`src/rtl/mem_march_seq.sv`:
```
// March C- command sequencer for the memory-under-test path. Host commands pass
// through while idle and are dropped (with a host_drop pulse) while a test runs.
module mem_march_seq #(
    parameter int unsigned GAP     = 2,
    parameter logic [6:0]  WR_MODE = 7'h02,
    parameter logic [6:0]  RD_MODE = 7'h03
) (
    input  logic        core_clk,
    input  logic        rst_n,
    input  logic        start,
    input  logic        abort,
    input  logic [15:0] addr_lo,
    input  logic [15:0] addr_hi,
    input  logic [7:0]  pattern,
    input  logic [31:0] host_data,
    input  logic        host_valid,
    output logic [31:0] cmd_data,
    output logic        cmd_valid,
    output logic        busy,
    output logic        done,
    output logic        aborted,
    output logic        cfg_err,
    output logic [2:0]  elem,
    output logic        host_drop
);

    typedef enum logic [1:0] {IDLE, ISSUE, WAIT, FIN} state_t;

    localparam int unsigned GAP_M1   = (GAP == 0) ? 0 : GAP - 1;
    localparam logic [3:0]  GAP_LOAD = GAP_M1[3:0];

    state_t      state_q;
    logic [2:0]  elem_q, elem_d;
    logic        op_q, op_d;
    logic [15:0] addr_q, addr_d;
    logic [15:0] addrLo_q, addrHi_q;
    logic [7:0]  pattern_q;
    logic [3:0]  gapCnt_q;
    logic        lastCmd_q;
    logic [31:0] cmdData_q;
    logic        cmdValid_q, busy_q, done_q, aborted_q, cfgErr_q, hostDrop_q;

    logic lastOp, goingDown, atEnd, seqEnd, stopNow;

    // Reads carry the expected value and flag d1 in bit 31 so the inverted
    // readback always compares against the background pattern.
    function automatic logic [31:0] buildCmd(input logic [2:0]  e,
                                             input logic        o,
                                             input logic [15:0] a,
                                             input logic [7:0]  pat);
        logic       isRead;
        logic       useD1;
        logic [7:0] data;
        isRead = (e != 3'd0) && !o;
        case (e)
            3'd1, 3'd3: useD1 = o;
            3'd2, 3'd4: useD1 = !o;
            default:    useD1 = 1'b0;
        endcase
        data = useD1 ? ~pat : pat;
        if (isRead) buildCmd = {useD1, RD_MODE, a, data};
        else        buildCmd = {1'b0, WR_MODE, a, data};
    endfunction

    // Position after the current command: op first, then address, then element.
    always_comb begin
        elem_d    = elem_q;
        op_d      = op_q;
        addr_d    = addr_q;
        seqEnd    = 1'b0;
        lastOp    = (elem_q == 3'd0 || elem_q == 3'd5) ? 1'b1 : op_q;
        goingDown = (elem_q == 3'd3 || elem_q == 3'd4);
        atEnd     = goingDown ? (addr_q == addrLo_q) : (addr_q == addrHi_q);
        if (!lastOp) begin
            op_d = 1'b1;
        end else begin
            op_d = 1'b0;
            if (!atEnd) begin
                addr_d = goingDown ? addr_q - 16'd1 : addr_q + 16'd1;
            end else if (elem_q == 3'd5) begin
                seqEnd = 1'b1;
            end else begin
                elem_d = elem_q + 3'd1;
                addr_d = (elem_d == 3'd3 || elem_d == 3'd4) ? addrHi_q : addrLo_q;
            end
        end
    end

    always_comb begin
        stopNow = 1'b0;
        case (state_q)
            ISSUE:   stopNow = abort || (seqEnd && (GAP == 0));
            WAIT:    stopNow = abort || (gapCnt_q == 4'd0 && lastCmd_q);
            default: stopNow = 1'b0;
        endcase
    end

    always_ff @(posedge core_clk or negedge rst_n) begin
        if (!rst_n) begin
            state_q    <= IDLE;
            elem_q     <= 3'd0;
            op_q       <= 1'b0;
            addr_q     <= 16'd0;
            addrLo_q   <= 16'd0;
            addrHi_q   <= 16'd0;
            pattern_q  <= 8'd0;
            gapCnt_q   <= 4'd0;
            lastCmd_q  <= 1'b0;
            cmdData_q  <= 32'd0;
            cmdValid_q <= 1'b0;
            busy_q     <= 1'b0;
            done_q     <= 1'b0;
            aborted_q  <= 1'b0;
            cfgErr_q   <= 1'b0;
            hostDrop_q <= 1'b0;
        end else begin
            cmdValid_q <= 1'b0;
            done_q     <= 1'b0;
            hostDrop_q <= 1'b0;
            if (stopNow) begin
                state_q    <= FIN;
                busy_q     <= 1'b0;
                done_q     <= 1'b0 | 1'b1;
                elem_q     <= 3'd0;
                aborted_q  <= abort;
                hostDrop_q <= host_valid;
            end else begin
                case (state_q)
                    IDLE: begin
                        if (start) begin
                            aborted_q  <= 1'b0;
                            cfgErr_q   <= 1'b0;
                            addrLo_q   <= addr_lo;
                            addrHi_q   <= addr_hi;
                            pattern_q  <= pattern;
                            hostDrop_q <= host_valid;
                            if (addr_lo > addr_hi) begin
                                cfgErr_q <= 1'b1;
                                done_q   <= 1'b1;
                                state_q  <= FIN;
                            end else begin
                                elem_q     <= 3'd0;
                                op_q       <= 1'b0;
                                addr_q     <= addr_lo;
                                lastCmd_q  <= 1'b0;
                                busy_q     <= 1'b1;
                                cmdData_q  <= buildCmd(3'd0, 1'b0, addr_lo, pattern);
                                cmdValid_q <= 1'b1;
                                state_q    <= ISSUE;
                            end
                        end else if (host_valid) begin
                            cmdData_q  <= host_data;
                            cmdValid_q <= 1'b1;
                        end
                    end
                    ISSUE: begin
                        hostDrop_q <= host_valid;
                        elem_q     <= elem_d;
                        op_q       <= op_d;
                        addr_q     <= addr_d;
                        if (seqEnd) begin
                            lastCmd_q <= 1'b1;
                            gapCnt_q  <= GAP_LOAD;
                            state_q   <= WAIT;
                        end else if (GAP == 0) begin
                            cmdData_q  <= buildCmd(elem_d, op_d, addr_d, pattern_q);
                            cmdValid_q <= 1'b1;
                        end else begin
                            gapCnt_q <= GAP_LOAD;
                            state_q  <= WAIT;
                        end
                    end
                    WAIT: begin
                        hostDrop_q <= host_valid;
                        if (gapCnt_q == 4'd0) begin
                            cmdData_q  <= buildCmd(elem_q, op_q, addr_q, pattern_q);
                            cmdValid_q <= 1'b1;
                            state_q    <= ISSUE;
                        end else begin
                            gapCnt_q <= gapCnt_q - 4'd1;
                        end
                    end
                    FIN: begin
                        state_q <= IDLE;
                        if (host_valid) begin
                            cmdData_q  <= host_data;
                            cmdValid_q <= 1'b1;
                        end
                    end
                    default: state_q <= IDLE;
                endcase
            end
        end
    end

    assign cmd_data  = cmdData_q;
    assign cmd_valid = cmdValid_q;
    assign busy      = busy_q;
    assign done      = done_q;
    assign aborted   = aborted_q;
    assign cfg_err   = cfgErr_q;
    assign elem      = elem_q;
    assign host_drop = hostDrop_q;

endmodule
```
`config.mk`:
```
export PLATFORM = sky130hd
export DESIGN_NAME = mem_march_seq
export DESIGN_NICKNAME = d
export VERILOG_FILES = /design/src/rtl/mem_march_seq.sv
export SDC_FILE = /design/constraint.sdc
export NUM_CORES = 1
export LEC_CHECK = 0
export ABC_AREA = 1
export BUFFER_PORTS_ARGS = -buffer_cell sky130_fd_sc_hd__buf_2
export CAP_MARGIN = 20
export CORE_AREA = 2 2 116 118
export CTS_CLUSTER_DIAMETER = 80
export DETAILED_ROUTE_END_ITERATION = 10
export DIE_AREA = 0 0 118 120
export HOLD_SLACK_MARGIN = 0.02
export PLACE_DENSITY = 0.94
export SKIP_CTS_REPAIR_TIMING = 1
export SLEW_MARGIN = 5
export SYNTH_ARGS = -nofsm -noshare
export SYNTH_HDL_FRONTEND = slang
export SYNTH_SLANG_ARGS = --single-unit
```
`constraint.sdc`:
```
create_clock -name core_clk -period 5 [get_ports core_clk]
set_input_delay 0.5 -clock core_clk [delete_from_list [all_inputs] [get_ports core_clk]]
set_output_delay 0.5 -clock core_clk [all_outputs]
set_load 0.005 [all_outputs]
```
; ---- Word level (Yosys, flattened, before mapping)
; Index checks and enable logic that the tools add are counted.
[word_totals]
ff_bits = 105
inputBits = 77
output_inout_bits = 41
elab_cells = 149
[classes]
addsub = 4
order_cmp = 1
eq_ne = 27
muxes = 68
bitwise = 3
n_reduce_logical = 30
[ops]
columns = operator, n
row1 = $mux 32, 5
row2 = $mux 16, 7
row3 = $pmux 32 s3, 1
row4 = $eq 16x16->1, 2
row5 = $mux 1, 32
row6 = $pmux 16 s2, 1
row7 = $ne 3x3->1 const B, 8
row8 = $mux 3, 6
row9 = $add 16x1->16 const B, 1
row10 = $gt 16x16->1, 1
row11 = $mux 8, 2
row12 = $not 8->8, 2
row13 = $sub 16x1->16 const B, 1
row14 = $ne 2x2->1 const B, 7
row15 = $reduce_and 6->1, 2
row16 = $pmux 1 s2, 5
row17 = $eq 3x2->1 const B, 3
row18 = $eq 3x3->1 const B, 3
row19 = $reduce_and 3->1, 3
row20 = $reduce_bool 3->1, 3
row21 = $mux 2, 4
row22 = $pmux 2 s4, 1
row23 = $pmux 4 s2, 1
row24 = $reduce_and 4->1, 2
row25 = other kinds (19), 30

; ---- Logic depth before layout (Yosys ltp)
; Gate-level depths: netlist of the first run.
[depth]
ltp_word = 10
mapped_depth = 19

; ---- Worst setup path after synthesis of the first run
; OpenSTA, ideal clock, no wires.
[synth_timing]
path_kind = reg-to-reg
startpoint = register elem_q[0], in the netlist elem[0]
endpoint = register addr_q[8]
arrival_ns = 2.690
setup_slack_ns = 2.194
stages_incl_launch_ff = 20
n_path_buf = 1
cell_sequence = dfrtp_1 -> inv_1 -> ha_1 -> nand2_2 -> nand2_4 -> buf_4 -> inv_1 -> fa_1 -> o21ai_0 -> nand2_1 -> nand2_1 -> inv_1 -> o21ai_0 -> nand2_1 -> nand2_1 -> nand2_1 -> nand3_1 -> nand2_1 -> nand2_1 -> nand2_1
[synth_via]
elab_chain_len = 8
[synth_lines]
columns = item, line_no
row1 = start: declaration, 33  ; logic [2:0] elem_q, elem_d;
row2 = start signal: assignment, 158  ; elem_q <= elem_d;
row3 = $add 3x1->3, 83  ; elem_d = elem_q + 3'd1;
row4 = $eq 3x2->1 / $eq 3x3->1 (equally long branches), 84  ; addr_d = (elem_d == 3'd3 || elem_d == 3'd4) ? addrHi_q : addrLo_q;
row5 = $logic_or 1x1->1, 84
row6 = $mux 16, 84
row7 = $mux 16, 80  ; end else if (elem_q == 3'd5) begin
row8 = $mux 16, 78  ; if (!atEnd) begin
row9 = $mux 16, 74  ; if (!lastOp) begin
row10 = $pmux 16 s2, 128  ; case (state_q)
row11 = end signal: assignment, 144  ; addr_q <= addr_lo;
row12 = end signal: assignment, 160  ; addr_q <= addr_d;
row13 = end: declaration, 35  ; logic [15:0] addr_q, addr_d;
; Parallel ways exist; a longest one is shown, timed or not. The select of a mux whose other input is x is not followed.
; A chain may end at the register's enable or synchronous reset.

; ---- Final worst setup path of the first run
[layout_timing]
startpoint = register state_q[0]
endpoint = register addrHi_q[5]
[layout_via]
elab_chain_len = 4
[layout_lines]
columns = item, line_no
row1 = start: declaration, 32  ; state_t state_q;
row2 = start signal: assignment, 100  ; state_q <= IDLE;
row3 = start signal: assignment, 121  ; state_q <= FIN;
row4 = start signal: assignment, 140  ; state_q <= FIN;
row5 = $eq 2x2->1 / $eq 2x1->1 (equally long branches), 91  ; case (state_q)
row6 = $pmux 1 s2, 91
row7 = $not 1->1 (no source line), -
row8 = $reduce_and 3->1 (no source line) *, -
row9 = end signal: assignment, 134  ; addrHi_q <= addr_hi;
row10 = end: declaration, 36  ; logic [15:0] addrLo_q, addrHi_q;
; Mark *: on every way between the ends. The rest lies on a longest branch, timed or not.

==> flow_metrics.env, run 1 <==
export IMPL_max_slew_worst_pin_slew_ns=0.9124
export IMPL_core_region_area_mm2=0.01298
export IMPL_synth_distinct_cells=45
export IMPL_initial_antenna_violation_count=1
export IMPL_grt_pass1_vias=7117
export IMPL_first_iter_violations=760
export IMPL_min_path_type="primary input to asynchronous set/reset pin"
export IMPL_critPathLaunchType="register"
export IMPL_synthArstFlopShare=1.000
export IMPL_seq_power_share=0.328
export IMPL_switching_power_uw=2273
export IMPL_data_arrival_time_of_the_critical_path_ns=3.87
export IMPL_finalHoldWorstSlack_ns=0.2460
export IMPL_critical_path_endpoint="addrHi_q[5]$_DFFE_PN0P_"
export IMPL_finalNetCount=1308
export IMPL_cap_violations=0
export IMPL_syn_to_final_growth_pct=12.76
export IMPL_netlist_top_cells_area="dfrtp_1 (35%), nand2_1 (18%), o21ai_0 (8.4%)"
export IMPL_sw_frac_of_total=0.4716
export IMPL_crit_chain="inv_1 > ha_1 > o21ai_0 > o21ai_1 > nand2_2 > inv_2 > nor2_2 > buf_4 > clkinv_1 > o21ai_0"
export IMPL_list_of_most_frequent_post_synthesis_cells="nand2_1 (358), inv_1 (133), o21ai_0 (127)"
export IMPL_setup_worst_path_start="state_q[0]$_DFFE_PN0P_"
export IMPL_yosys_area_top_type="dfrtp_1"
export IMPL_seq_area_frac_synth=0.3490
export IMPL_drive_gt1_frac=0.1391
export IMPL_h_tree_depth=3
export IMPL_setup_total_negative_slack_ns=0
export IMPL_ys_ff_latch=105
export IMPL_report_final_hold_viol_count=0
export IMPL_ys_warn_count=0
export IMPL_avgViaCountPerCell=5.680
export IMPL_p_per_area_mw_per_mm2=567.8
export IMPL_min_period_ns=3.630
export IMPL_grt_remaining_overflow=0
export IMPL_ys_dominant_reg_cell="dfrtp_1"
export IMPL_drcViolationCount=0
export IMPL_reg2regPathDepth=10
export IMPL_cts_tree="yes"
export IMPL_outcome="finished clean"
export IMPL_power_frac_comb=0.521
export IMPL_most_common_cell_in_the_netlist="nand2_1"
export IMPL_netlist_area_mm2=0.007530
export IMPL_synth_fp_nets=1219
export IMPL_reg2reg_setup_slack_ns=1.37
export IMPL_buffer_ports_inserted=117
export IMPL_leakage_uw=0.004552
export IMPL_clock_tree_root_cell="clkbuf_16"
export IMPL_grt_start_max_net_pins=67
export IMPL_crit_path_top_delay_cell="clkinv_1"
export IMPL_clkPwrFrac=0.151
export IMPL_route_detailed_wl_per_inst_um=15.50
export IMPL_grt_first_pass_wirelength_um=34310
export IMPL_critPathMaxFanout=48
export IMPL_synth_top_cell_area_share=0.3490
export IMPL_postPlaceCellArea_mm2=0.008170
export IMPL_worstSetupEndpointType="register"
export IMPL_synth_edf_count=0
export IMPL_fin_util=0.6541
export IMPL_dp_final_hpwl_um=15620
export IMPL_fin_crit_sh=0.7259
export IMPL_num_rows=42
export IMPL_internal_power_uw=2547
export IMPL_clock_skew_ns=0.01281
export IMPL_die_h_um=120
export IMPL_clock_latency_ns=0.36
export IMPL_path_common_cell="o21ai_0"
export IMPL_cp_required_ns=5.24
export IMPL_cts_root_to_sink_buffers=2
export IMPL_cts_buffers_inserted=9
export IMPL_max_stage_delay_ns=0.77
export IMPL_max_slew_margin=0.3910
export IMPL_grt_setup_unrepaired="no"
export IMPL_finalSetupViolCount=0
export IMPL_worst_setup_hold_path_clk_slew_ns=0.07
export IMPL_gate_count_post_synth=1099
export IMPL_worst_setup_path_type="register to register"
export IMPL_critical_path_reg2reg_endpoint="addrHi_q[5]$_DFFE_PN0P_"
export IMPL_chipWidth_um=118
export IMPL_post_synth_cell_area_avg_um2=6.851
export IMPL_cts_sinks=105
export IMPL_r2r_start="state_q[0]$_DFFE_PN0P_"
export IMPL_layout_cell_area_excl_fill_mm2=0.008491
export IMPL_vdd_ir_drop_worst_mv=0.3590
export IMPL_detail_route_antenna_nets=0
export IMPL_final_max_slew_violation_count=0
export IMPL_fmax_mhz=275.5
export IMPL_initial_standard_cell_utilization_of_the_core=0.5801
export IMPL_io_pins=118
export IMPL_vias=7782
export IMPL_drt_total_wl_um=21240
export IMPL_grtUsageTotal=0.3001
export IMPL_gp_congestion=0.9935
export IMPL_router_iterations_before_antenna_repair=6
export IMPL_design_die_area_mm2=0.01416
-- worst min-delay path by stage --
| stage | startpoint | cells after the start | slack, ns | to |
|---|---|---|---|---|
| after floorplan | rst_n | 0 | 0.20 | aborted$_DFFE_PN0P_ |
| after global placement | pattern_q[3]$_DFFE_PN0P_ | 2 | 0.48 | pattern_q[3]$_DFFE_PN0P_ |
| after detailed placement | pattern_q[1]$_DFFE_PN0P_ | 2 | 0.49 | pattern_q[1]$_DFFE_PN0P_ |
| after CTS | rst_n | 1 | 0.28 | cmd_data[19]$_DFFE_PN0P_ |
| after global routing | rst_n | 1 | 0.32 | cmd_data[28]$_DFFE_PN0P_ |
| final | rst_n | 1 | 0.25 | cmd_data[19]$_DFFE_PN0P_ |
-- cell families (layout without fill, tap and decap cells) --
family,Yosys count,in the layout,share of synthesized area
buffers and inverters,184,278,0.09704
XOR/XNOR,14,14,0.01628
other,0,1,0
flip-flops,105,105,0.3490
AO/OA/AOI/OAI,216,216,0.1575
AND/OR/NAND/NOR,536,536,0.3064
multiplexers,1,1,0.001329
adder cells (fa/ha/maj),43,43,0.07245
-- flip-flops by register name, indices dropped and copies added, names as in the netlist, 2 cells and up --
register / flops
addrLo_q: 16
cmd_data: 32
addr_q: 16
elem: 3
gapCnt_q: 4
state_q: 2
addrHi_q: 16
pattern_q: 8
-- layer usage --
layer / part of all wire / routed length (um) / GRT usage
met5: 0 / 0 / 0
met2: 0.46 / 9730 / 0.4847
met3: 0.10 / 2218 / 0.05846
met4: 0.025 / 522 / 0.1024
met1: 0.41 / 8766 / 0.4059
-- through the flow --
step | instances | worst slack, ns | total power, uW
CTS | 1367 | 1.466 | 4738
detailed placement | 1351 | 1.488 | 3993
global route | 1370 | 1.079 | 5201
global placement | 1351 | 1.570 | 3867
floorplan | 1099 | 2.194 | 3301
finish | 1370 | 1.370 | 4821
-- cell usage in the layout (no fill, tap or decap), types with 2 or more instances in the layout --
cell / instances
o22ai_1: 13
nand2_4: 3
nand2_1: 358
nand4_1: 5
clkinv_2: 2
o21bai_1: 3
a32oi_1: 2
nor2_1: 30
a22oi_1: 2
a31oi_1: 4
nand2_2: 2
nor2_4: 4
o221ai_1: 8
dfrtp_1: 105
nand3_1: 100
a21oi_1: 40
o31ai_1: 3
clkbuf_16: 9
buf_4: 7
o211ai_1: 3
o21ai_1: 4
nor3_1: 2
o21ai_0: 127
xor2_1: 12
nand3b_1: 15
clkinv_4: 2
clkbuf_1: 2
xnor2_1: 2
inv_1: 133
or2_2: 13
buf_2: 116
inv_2: 3
ha_1: 42
-- worst max-delay path, delay by kind of cell, from the launching register on --
| family | cells | cell delay (ns) |
|---|---|---|
| AND/OR/NAND/NOR | 2 | 0.30 |
| AO/OA/AOI/OAI | 3 | 0.98 |
| adder cells (fa/ha/maj) | 1 | 0.44 |
| buffers and inverters | 4 | 1.37 |
| flip-flops | 1 | 0.41 |
-- area by class of cell --
class                   count  area [um2]
clock buffers              12       246.5
well taps                 176       220.2
flip-flops and latches    105        2628
clock inverters             4       52.55
multi-input cells         810        4178
inverters                 138       519.2
diodes                      1       2.502
repair buffers            124       644.4
fillers                  1077        4489
-- power by group through the flow --
| stage | Combinational (uW) | Clock, uW | Sequential [uW] |
|---|---|---|---|
| finish | 2510 | 730 | 1580 |
| global route | 2830 | 758 | 1610 |
| CTS | 2450 | 723 | 1560 |
| detailed placement | 2430 | 0 | 1570 |
| global placement | 2320 | 0 | 1550 |
| floorplan | 1810 | 0 | 1490 |
No activity file was read; power rests on OpenSTA's default activity.
==> inputs of run 2 (changes only) <==
--- a/config.mk
+++ b/config.mk
@@ -8,12 +8,12 @@
 export ABC_AREA = 1
 export BUFFER_PORTS_ARGS = -buffer_cell sky130_fd_sc_hd__buf_2
 export CAP_MARGIN = 20
-export CORE_AREA = 2 2 116 118
+export CORE_AREA = 2 2 124 126
 export CTS_CLUSTER_DIAMETER = 80
 export DETAILED_ROUTE_END_ITERATION = 10
-export DIE_AREA = 0 0 118 120
+export DIE_AREA = 0 0 126 128
 export HOLD_SLACK_MARGIN = 0.02
-export PLACE_DENSITY = 0.94
+export PLACE_DENSITY = 0.88
 export SKIP_CTS_REPAIR_TIMING = 1
 export SLEW_MARGIN = 5
 export SYNTH_ARGS = -nofsm -noshare
==> constraint.sdc (replaced) <==
create_clock -name core_clk -period 3.22 [get_ports core_clk]
set_input_delay 0.322 -clock core_clk [delete_from_list [all_inputs] [get_ports core_clk]]
set_output_delay 0.322 -clock core_clk [all_outputs]
set_load 0.005 [all_outputs]
==> flow_metrics.env, run 2 (same netlist as run 1, synthesis figures left out) <==
export IMPL_first_iter_violations=602
export IMPL_die_h_um=128
export IMPL_num_antenna_cells=0
export IMPL_worstSetupEndpointType="register"
export IMPL_setup_worst_path_start="elem[0]$_DFFE_PN0P_"
export IMPL_drive_gt1_frac=0.1470
export IMPL_grt_setup_unrepaired="no"
export IMPL_cts_root_to_sink_buffers=2
export IMPL_h_tree_depth=3
export IMPL_cp_required_ns=3.45
export IMPL_min_path_type="primary input to register"
export IMPL_clock_latency_ns=0.36
export IMPL_dp_final_hpwl_um=16560
export IMPL_io_pins=118
export IMPL_final_common_cell="nand2_1"
export IMPL_detail_route_antenna_nets=0
export IMPL_crit_path_top_delay_cell="dfrtp_1"
export IMPL_grt_start_max_net_pins=40
export IMPL_drcViolationCount=0
export IMPL_buffer_ports_inserted=117
export IMPL_grtUsageTotal=0.2725
export IMPL_nFillCells=1406
export IMPL_clock_skew_ns=0.01324
export IMPL_crit_chain="ha_1 > nand2_4 > nand2_8 > buf_4 > nand2_1 > nand3_1 > nand2_1 > nor2_1 > nand2_1 > nor2_4 > nand2_4 > nor2_4 > nor2_4 > inv_4 > nand2_1 > nand2_1"
export IMPL_gp_congestion=0.9145
export IMPL_min_period_ns=2.921
export IMPL_most_common_layout_cells="nand2_1 (358), inv_1 (133), o21ai_0 (127), buf_2 (116), dfrtp_1 (105)"
export IMPL_worst_setup_path_type="register to register"
export IMPL_core_region_area_mm2=0.01486
export IMPL_grt_pass1_vias=7189
export IMPL_syn_to_final_growth_pct=14.16
export IMPL_leakage_uw=0.004609
export IMPL_cts_sinks=105
export IMPL_vias=7813
export IMPL_outcome="finished clean"
export IMPL_layout_cell_area_excl_fill_mm2=0.008596
export IMPL_cts_tree="yes"
export IMPL_fin_crit_sh=0.9072
export IMPL_chipWidth_um=126
export IMPL_initial_antenna_violation_count=0
export IMPL_final_setup_worst_slack_ns=0.2990
export IMPL_setup_total_negative_slack_ns=0
export IMPL_timing_hold_worst_start="abort"
export IMPL_postPlaceCellArea_mm2=0.008290
export IMPL_initial_standard_cell_utilization_of_the_core=0.5066
export IMPL_route_detailed_wl_per_inst_um=15.57
export IMPL_avgViaCountPerCell=5.613
export IMPL_worst_setup_hold_path_clk_slew_ns=0.07
export IMPL_cts_buffers_inserted=9
export IMPL_max_slew_worst_pin_slew_ns=0.9974
export IMPL_num_rows=45
export IMPL_critPathMaxFanout=24
export IMPL_path_common_cell="nand2_1"
export IMPL_report_final_hold_viol_count=0
export IMPL_fmax_mhz=342.3
export IMPL_place_worst_setup_slack_ns=0.1647
export IMPL_vdd_ir_drop_worst_mv=0.5199
export IMPL_finalSetupViolCount=0
export IMPL_r2r_start="elem[0]$_DFFE_PN0P_"
export IMPL_router_iterations_before_antenna_repair=5
export IMPL_drt_total_wl_um=21670
export IMPL_p_per_area_mw_per_mm2=870.1
export IMPL_final_max_slew_violation_count=0
export IMPL_finalNetCount=1321
export IMPL_cap_violations=0
export IMPL_max_stage_delay_ns=0.47
export IMPL_clock_tree_root_cell="clkbuf_16"
export IMPL_grt_remaining_overflow=0
export IMPL_data_arrival_time_of_the_critical_path_ns=3.15
export IMPL_grt_first_pass_wirelength_um=35760
export IMPL_largest_register_ff_count=32
export IMPL_critPathLaunchType="register"
export IMPL_design_die_area_mm2=0.01613
export IMPL_max_slew_margin=0.3343
[run 2: critical path, delay by kind of cell, from the launching register on]
kind          cells  cell delay (ns)
simple gates     13             1.65
fa+ha+maj         1             0.29
buf+inv           2             0.38
flops             1             0.47
[run 2: area by class of cell]
type                       instances  area, um2  share of cell area
clock buffer                      11      242.7             0.02824
clock inverter                     3      42.54            0.004949
multi-input combinational        810       4187              0.4870
tap                              188      235.2             0.02737
sequential                       105       2628              0.3057
inverter                         138      520.5             0.06055
timing repair buffer             137      740.7             0.08617
[run 2: worst paths after layout]
| kind | slack (ns) | endpoint | depth (start not counted) |
|---|---|---|---|
| max | 0.30 | addr_q[0]$_DFFE_PN0P_ | 16 |
| min | 0.20 | aborted$_DFFE_PN0P_ | 3 |
| max reg2reg | 0.30 | addr_q[0]$_DFFE_PN0P_ | 16 |
| min reg2reg | 0.50 | aborted$_DFFE_PN0P_ | 2 |
| max in group asynchronous | 1.86 | elem[1]$_DFFE_PN0P_ | 3 |
| min in group asynchronous | 0.48 | cmd_data[27]$_DFFE_PN0P_ | 2 |
[run 2: power by group]
| group | total [uW] | internal [uW] | switching [uW] |
|---|---|---|---|
| registers | 2430 | 1950 | 485 |
| logic | 3930 | 1410 | 2510 |
| clock network | 1120 | 616 | 504 |
| total | 7480 | 3980 | 3500 |
[run 2: metrics by stage]
stage          hold WS [ns]    util  cells  power [uW]
2_1_floorplan       0.02641       -   1099        5126
3_3_place_gp         0.3288  0.5577   1377        6120
3_5_place_dp         0.3281  0.5577   1377        6277
4_1_cts            -0.03733  0.5769   1391        7411
5_1_grt              0.2082  0.5783   1392        8119
6_report             0.1963  0.5783   1392        7479
[run 2: routing by layer]
layer | wire length (um) | global-route usage | vias to the layer above | part of all wire
met5 | 0 | 0 | - | 0
met4 | 490 | 0.08403 | 0 | 0.023
met3 | 2262 | 0.04967 | 40 | 0.10
met2 | 9920 | 0.4330 | 375 | 0.46
met1 | 9000 | 0.3812 | 3617 | 0.42
li1 | - | - | 3781 | -
